$ cat config.mk
export PLATFORM = sky130hd
export DESIGN_NAME = spectrum_readout_ctrl
export DESIGN_NICKNAME = d
export VERILOG_FILES = /design/src/rtl/spectrum_readout_ctrl.sv
export SDC_FILE = /design/constraint.sdc
export NUM_CORES = 1
export LEC_CHECK = 0
export CAP_MARGIN = 5
export CELL_PAD_IN_SITES_DETAIL_PLACEMENT = 1
export CELL_PAD_IN_SITES_GLOBAL_PLACEMENT = 2
export CORE_MARGIN = 2
export CORE_UTILIZATION = 33
export CTS_BUF_LIST = sky130_fd_sc_hd__clkbuf_4 sky130_fd_sc_hd__clkbuf_8
export DETAILED_ROUTE_END_ITERATION = 12
export PLACE_DENSITY = 0.91
export SETUP_SLACK_MARGIN = 0.5
export SKIP_CTS_REPAIR_TIMING = 1
export SLEW_MARGIN = 20
export SYNTH_ARGS = -nofsm -noshare
export SYNTH_HDL_FRONTEND = slang
export SYNTH_SLANG_ARGS = --single-unit
$ cat constraint.sdc
create_clock -name clk -period 3.59 [get_ports clk]
set_clock_uncertainty 0.15 [all_clocks]
set_input_delay 0.8975 -clock clk [delete_from_list [all_inputs] [get_ports clk]]
set_output_delay 0.8975 -clock clk [all_outputs]
set_load 0.005 [all_outputs]
$ cat src/rtl/spectrum_readout_ctrl.sv
// Histogram RAM arbiter and spectrum readout controller for the MCA.
// Shares one single-port RAM between per-event bin increments and a host
// readout that streams every bin as two bytes (high byte first). Optional
// clear-on-read zeroes each bin right after its count has been latched.
//
// state    | meaning
// ---------+----------------------------------------------------------
// S_IDLE   | no RAM traffic; arbitrate increment vs. pending readout
// S_INC_RD | present inc_addr to RAM, acknowledge the increment
// S_INC_WR | write back saturated count+1 to the registered address
// S_RO_RD  | present readout index to RAM
// S_RO_LAT | latch RAM data into word; write zero in clear mode
// S_TX_HI  | offer word[15:8] to the transmitter
// S_TX_LO  | offer word[7:0]; word boundary, advance or finish

module spectrum_readout_ctrl #(
   parameter int ADDR_W = 10
) (
   input  logic              clk,
   input  logic              rst_n,
   input  logic              start,
   input  logic              clear_after,
   output logic              busy,
   output logic              done,
   input  logic              inc_req,
   input  logic [ADDR_W-1:0] inc_addr,
   output logic              inc_ack,
   output logic [ADDR_W-1:0] ram_addr,
   output logic              ram_we,
   output logic [15:0]       ram_wdata,
   input  logic [15:0]       ram_rdata,
   output logic [7:0]        tx_byte,
   output logic              tx_valid,
   input  logic              tx_ready
);

   typedef enum logic [2:0] {
      S_IDLE,
      S_INC_RD,
      S_INC_WR,
      S_RO_RD,
      S_RO_LAT,
      S_TX_HI,
      S_TX_LO
   } state_t;

   state_t            state;
   state_t            state_nxt;
   logic [ADDR_W-1:0] idx;
   logic [ADDR_W-1:0] inc_addr_q;
   logic [15:0]       word;
   logic              start_pending;
   logic              clear_mode;

   // A start is only taken when no readout is running or queued.
   logic start_acc;
   logic ro_req;
   logic last_bin;
   logic lo_fire;
   logic dump_end;

   assign start_acc = start && !busy && !start_pending;
   assign ro_req    = start_pending || start_acc;
   assign last_bin  = (idx == '1);
   assign lo_fire   = (state == S_TX_LO) && tx_ready;
   assign dump_end  = lo_fire && last_bin;

   // Next-state and Moore/Mealy outputs; RAM port is idle unless a state drives it.
   always_comb begin
      state_nxt = state;
      inc_ack   = 1'b0;
      ram_addr  = '0;
      ram_we    = 1'b0;
      ram_wdata = 16'h0000;
      tx_byte   = 8'h00;
      tx_valid  = 1'b0;
      case (state)
         S_IDLE: begin
            if (inc_req)
               state_nxt = S_INC_RD;
            else if (ro_req)
               state_nxt = S_RO_RD;
         end
         S_INC_RD: begin
            ram_addr  = inc_addr;
            inc_ack   = 1'b1;
            state_nxt = S_INC_WR;
         end
         S_INC_WR: begin
            ram_addr  = inc_addr_q;
            ram_we    = 1'b1;
            ram_wdata = (ram_rdata == 16'hFFFF) ? 16'hFFFF : ram_rdata + 16'd1;
            // A running readout resumes first so one increment per word is the limit.
            if (busy)
               state_nxt = S_RO_RD;
            else if (inc_req)
               state_nxt = S_INC_RD;
            else
               state_nxt = S_IDLE;
         end
         S_RO_RD: begin
            ram_addr  = idx;
            state_nxt = S_RO_LAT;
         end
         S_RO_LAT: begin
            if (clear_mode) begin
               ram_addr  = idx;
               ram_we    = 1'b1;
               ram_wdata = 16'h0000;
            end
            state_nxt = S_TX_HI;
         end
         S_TX_HI: begin
            tx_valid = 1'b1;
            tx_byte  = word[15:8];
            if (tx_ready)
               state_nxt = S_TX_LO;
         end
         S_TX_LO: begin
            tx_valid = 1'b1;
            tx_byte  = word[7:0];
            if (tx_ready) begin
               if (last_bin)
                  state_nxt = S_IDLE;
               else if (inc_req)
                  state_nxt = S_INC_RD;
               else
                  state_nxt = S_RO_RD;
            end
         end
         default: state_nxt = S_IDLE;
      endcase
   end

   // State register.
   always_ff @(posedge clk or negedge rst_n) begin
      if (!rst_n)
         state <= S_IDLE;
      else
         state <= state_nxt;
   end

   // Readout bookkeeping: request capture, bin index, busy/done flags.
   always_ff @(posedge clk or negedge rst_n) begin
      if (!rst_n) begin
         start_pending <= 1'b0;
         clear_mode    <= 1'b0;
         idx           <= '0;
         busy          <= 1'b0;
         done          <= 1'b0;
      end else begin
         done <= dump_end;
         if (start_acc) begin
            clear_mode <= clear_after;
            idx        <= '0;
            busy       <= 1'b1;
         end else if (dump_end) begin
            busy <= 1'b0;
         end else if (lo_fire) begin
            idx <= idx + ADDR_W'(1);
         end
         // Pending only bridges the gap until the first bin read starts.
         if (state_nxt == S_RO_RD)
            start_pending <= 1'b0;
         else if (start_acc)
            start_pending <= 1'b1;
      end
   end

   // Data capture: increment address and the word being transmitted.
   always_ff @(posedge clk or negedge rst_n) begin
      if (!rst_n) begin
         inc_addr_q <= '0;
         word       <= 16'h0000;
      end else begin
         if (state == S_INC_RD)
            inc_addr_q <= inc_addr;
         if (state == S_RO_LAT)
            word <= ram_rdata;
      end
   end

endmodule

==> metrics.cfg <==
[worst_setup_path]
cp_slowest_stage_delay_ps = 250
crit_required_ps = 2540
worst-path-max-fanout = 3
cp_cell_sequence = clkbuf_2 > and4_4 > buf_4 > nand4_1 > buf_4 > buf_4 > nor3_4 > xnor2_2 > a21oi_2 > clkbuf_2
critPathLaunch = ram_rdata[3]
worstRegToRegCells = 7
r2r_start = state[0]$_DFF_PN0_
crit_slowest_cell = and4_4
path_delay_family = buffers and inverters
critical_path.startpoint_type = input port
setup.worst_path.end_class = output port
r2r_setup_slack_ps = 1430
cpMostUsedCell = buf_4
r2r-end = idx[3]$_DFFE_PN0P_
critPathKind = input port to output port
crit_buf_inv = 5
arrival_ps = 2310

[layout]
layout-drive-gt1-share = 0.4184
syn_to_final_growth_pct = 55.78
final_area_sq_um = 4113
diodes = 0
fin_util = 0.5322
nNetsFinal = 414

[global_route]
grt_usage = 0.1783
grt_max_degree = 44
grt_pass1_vias = 2471
grt_first_pass_wirelength_microns = 12410
antenna_found_initial = 0
overflow = 0

[clock_tree]
cts.htree.levels = 2
cts_buffers = 5
insertion_delay_ps = 300
clk_pin_slew_ps = 80
cts_tree = yes
clockBufferDepth = 2
cts_sinks = 43
cts-root-buf = clkbuf_8

[yosys]
syn_avg_cell_area_sq_um = 10.23
synthesis.nets = 292
ys_warn_count = 0
synth_seq_cells = 43
syn-instance-count = 258
synthDistinctLibCells = 50
syn_area_sq_um = 2640
ys_seq_area_frac = 0.4076

[floorplan]
start_util = 0.3416
coreArea_sq_um = 7727
rows = 32
dieArea_sq_um = 8732
ios = 71
die_y_microns = 93.45
fp.dieW_microns = 93.45

[sta]
fin_crit_sh = 0.9351
tightest_slew_ps = 972.8
setup_ws_ps = 233.0
post-route-min-period_ps = 3357
finalMaxSlewViolations = 0
fmax_mhz = 297.9
slew_headroom = 0.3515
finalHoldViolCount = 0
rsz0062_at_grt = yes
setup_viol = 0

[route]
ant_nets = 0
vias = 2487
wl_microns = 8670
via_per_inst = 5.160
firstDrtPassIters = 4
drt-initial-drc-count = 138
drt-wirelength-per-cell_microns = 17.99
drc_errors = 0

[hold_path]
whs_path_depth = 1
holdCritPathClass = flip-flop to flip-flop
hold-path-endpoint = word[14]$_DFFE_PN0N_
worstHoldStart = word[14]$_DFFE_PN0N_

[placement]
pre_cts_ws_ps = -439.4
portBuffers = 70
place_area_sq_um = 3573
place.gp.congestion = 0.8697
hpwl_microns = 5578

[power]
ir_drop_mv = 0.3975
power_density_nw_per_um2 = 628.1
leakagePower_nw = 2.100
power.total_mw = 2.583

[run_status]
status = finished clean

[flow_run]
cap_violations = 0

[metal layers]
| layer | wire length, microns | global-route usage |
|---|---|---|
| met5 | 0 | 0 |
| met4 | 121 | 0.05025 |
| met3 | 398 | 0.02659 |
| met2 | 4616 | 0.3052 |
| met1 | 3533 | 0.2336 |
[cells by family (layout without fill, tap and decap cells)]
| group | count (synthesis) | after routing | synth area share |
|---|---|---|---|
| XOR/XNOR | 17 | 17 | 0.05640 |
| AND/OR/NAND/NOR | 87 | 90 | 0.1991 |
| adder cells (fa/ha/maj) | 2 | 2 | 0.009477 |
| multiplexers | 29 | 29 | 0.1232 |
| buffers and inverters | 30 | 149 | 0.05829 |
| AO/OA/AOI/OAI | 50 | 50 | 0.1460 |
| flip-flops | 43 | 43 | 0.4076 |
[worst reg2reg max path, stage by stage (launching register included)]
cell      delay (ps)
dfrtp_2          480
buf_4            180
buf_4            140
nand4b_4         200
a31oi_1          490
nand4_1          190
xor2_1           170
nor2_1            50
[synthesized netlist by cell type, drive strengths merged]
| cell type | number | area, sq um |
|---|---|---|
| a21o | 1 | 8.760 |
| a21oi | 18 | 127.6 |
| a222oi | 10 | 100.1 |
| a22oi | 10 | 75.07 |
| a311oi | 1 | 8.760 |
| a31oi | 3 | 18.77 |
| and2 | 1 | 6.260 |
| and3 | 6 | 41.29 |
| and4 | 2 | 20.02 |
| buf | 10 | 78.81 |
| clkbuf | 5 | 18.77 |
| dfrtp | 43 | 1076 |
| ha | 2 | 25.02 |
| inv | 15 | 56.30 |
| mux2 | 28 | 315.3 |
| mux2i | 1 | 10.01 |
| nand2 | 15 | 58.81 |
| nand3 | 6 | 35.03 |
| nand3b | 1 | 7.510 |
| nand4 | 9 | 62.56 |
| nand4b | 1 | 23.77 |
| nor2 | 17 | 66.32 |
| nor2b | 14 | 90.09 |
| nor3 | 6 | 30.03 |
| nor3b | 2 | 26.28 |
| nor4bb | 1 | 10.01 |
| o21a | 1 | 7.510 |
| o21ai | 3 | 15.01 |
| o21bai | 1 | 7.510 |
| o221ai | 1 | 8.760 |
| o31ai | 1 | 7.510 |
| or2 | 1 | 8.760 |
| or2b | 1 | 8.760 |
| or3 | 4 | 30.03 |
| xnor2 | 5 | 43.79 |
| xor2 | 12 | 105.1 |
[how the worst max path moves through the flow]
stage	cells after the start	end	slack, ps
after floorplan	5	ram_wdata[10]	630
after global placement	6	ram_wdata[13]	-420
after detailed placement	6	ram_wdata[0]	-440
after CTS	6	ram_wdata[0]	-450
after global routing	10	ram_wdata[13]	150
final	10	ram_wdata[13]	230
[cells in the final DEF (no fill, tap or decap), types with 5 or more instances in the layout]
master / instances
clkbuf_8: 5
xor2_1: 12
nand3_1: 5
dlymetal6s2s_1: 22
mux2_2: 26
buf_6: 14
a22oi_1: 10
clkbuf_2: 10
inv_1: 15
nor2b_1: 11
a21oi_1: 5
nand2_1: 13
dfrtp_1: 41
nor2_1: 13
a222oi_1: 10
nand4_1: 8
a21oi_2: 13
clkdlybuf4s50_1: 25
buf_4: 46
buf_2: 7
[layout make-up]
cell class	count	area (sq um)
clock buffers	6	76.32
flip-flops and latches	43	1079
fillers	846	3615
clock inverters	1	30.03
inverters	15	56.30
multi-input cells	188	1575
well taps	102	127.6
repair buffers	127	1169
[metrics by stage]
stage                     instances  hold slack [ps]  setup TNS (ps)
after detailed placement        442            339.2           -6395
after global routing            482            384.8               0
final                           482            351.3               0
after floorplan                 258            309.0               0
after CTS                       449            360.7           -6719
after global placement          442            320.8           -6149
[report_power, final]
group / internal [mW] / switching (mW)
registers: 0.675 / 0.145
clock network: 0.212 / 0.161
logic: 0.795 / 0.595
total: 1.68 / 0.901
[flip-flops by register name (all words and copies together) (netlist names)]
signal,cells
busy,1
clear_mode,1
done,1
idx,10
inc_addr_q,10
start_pending,1
state,3
word,16
Note: power is estimated with default switching activity, not from simulation.
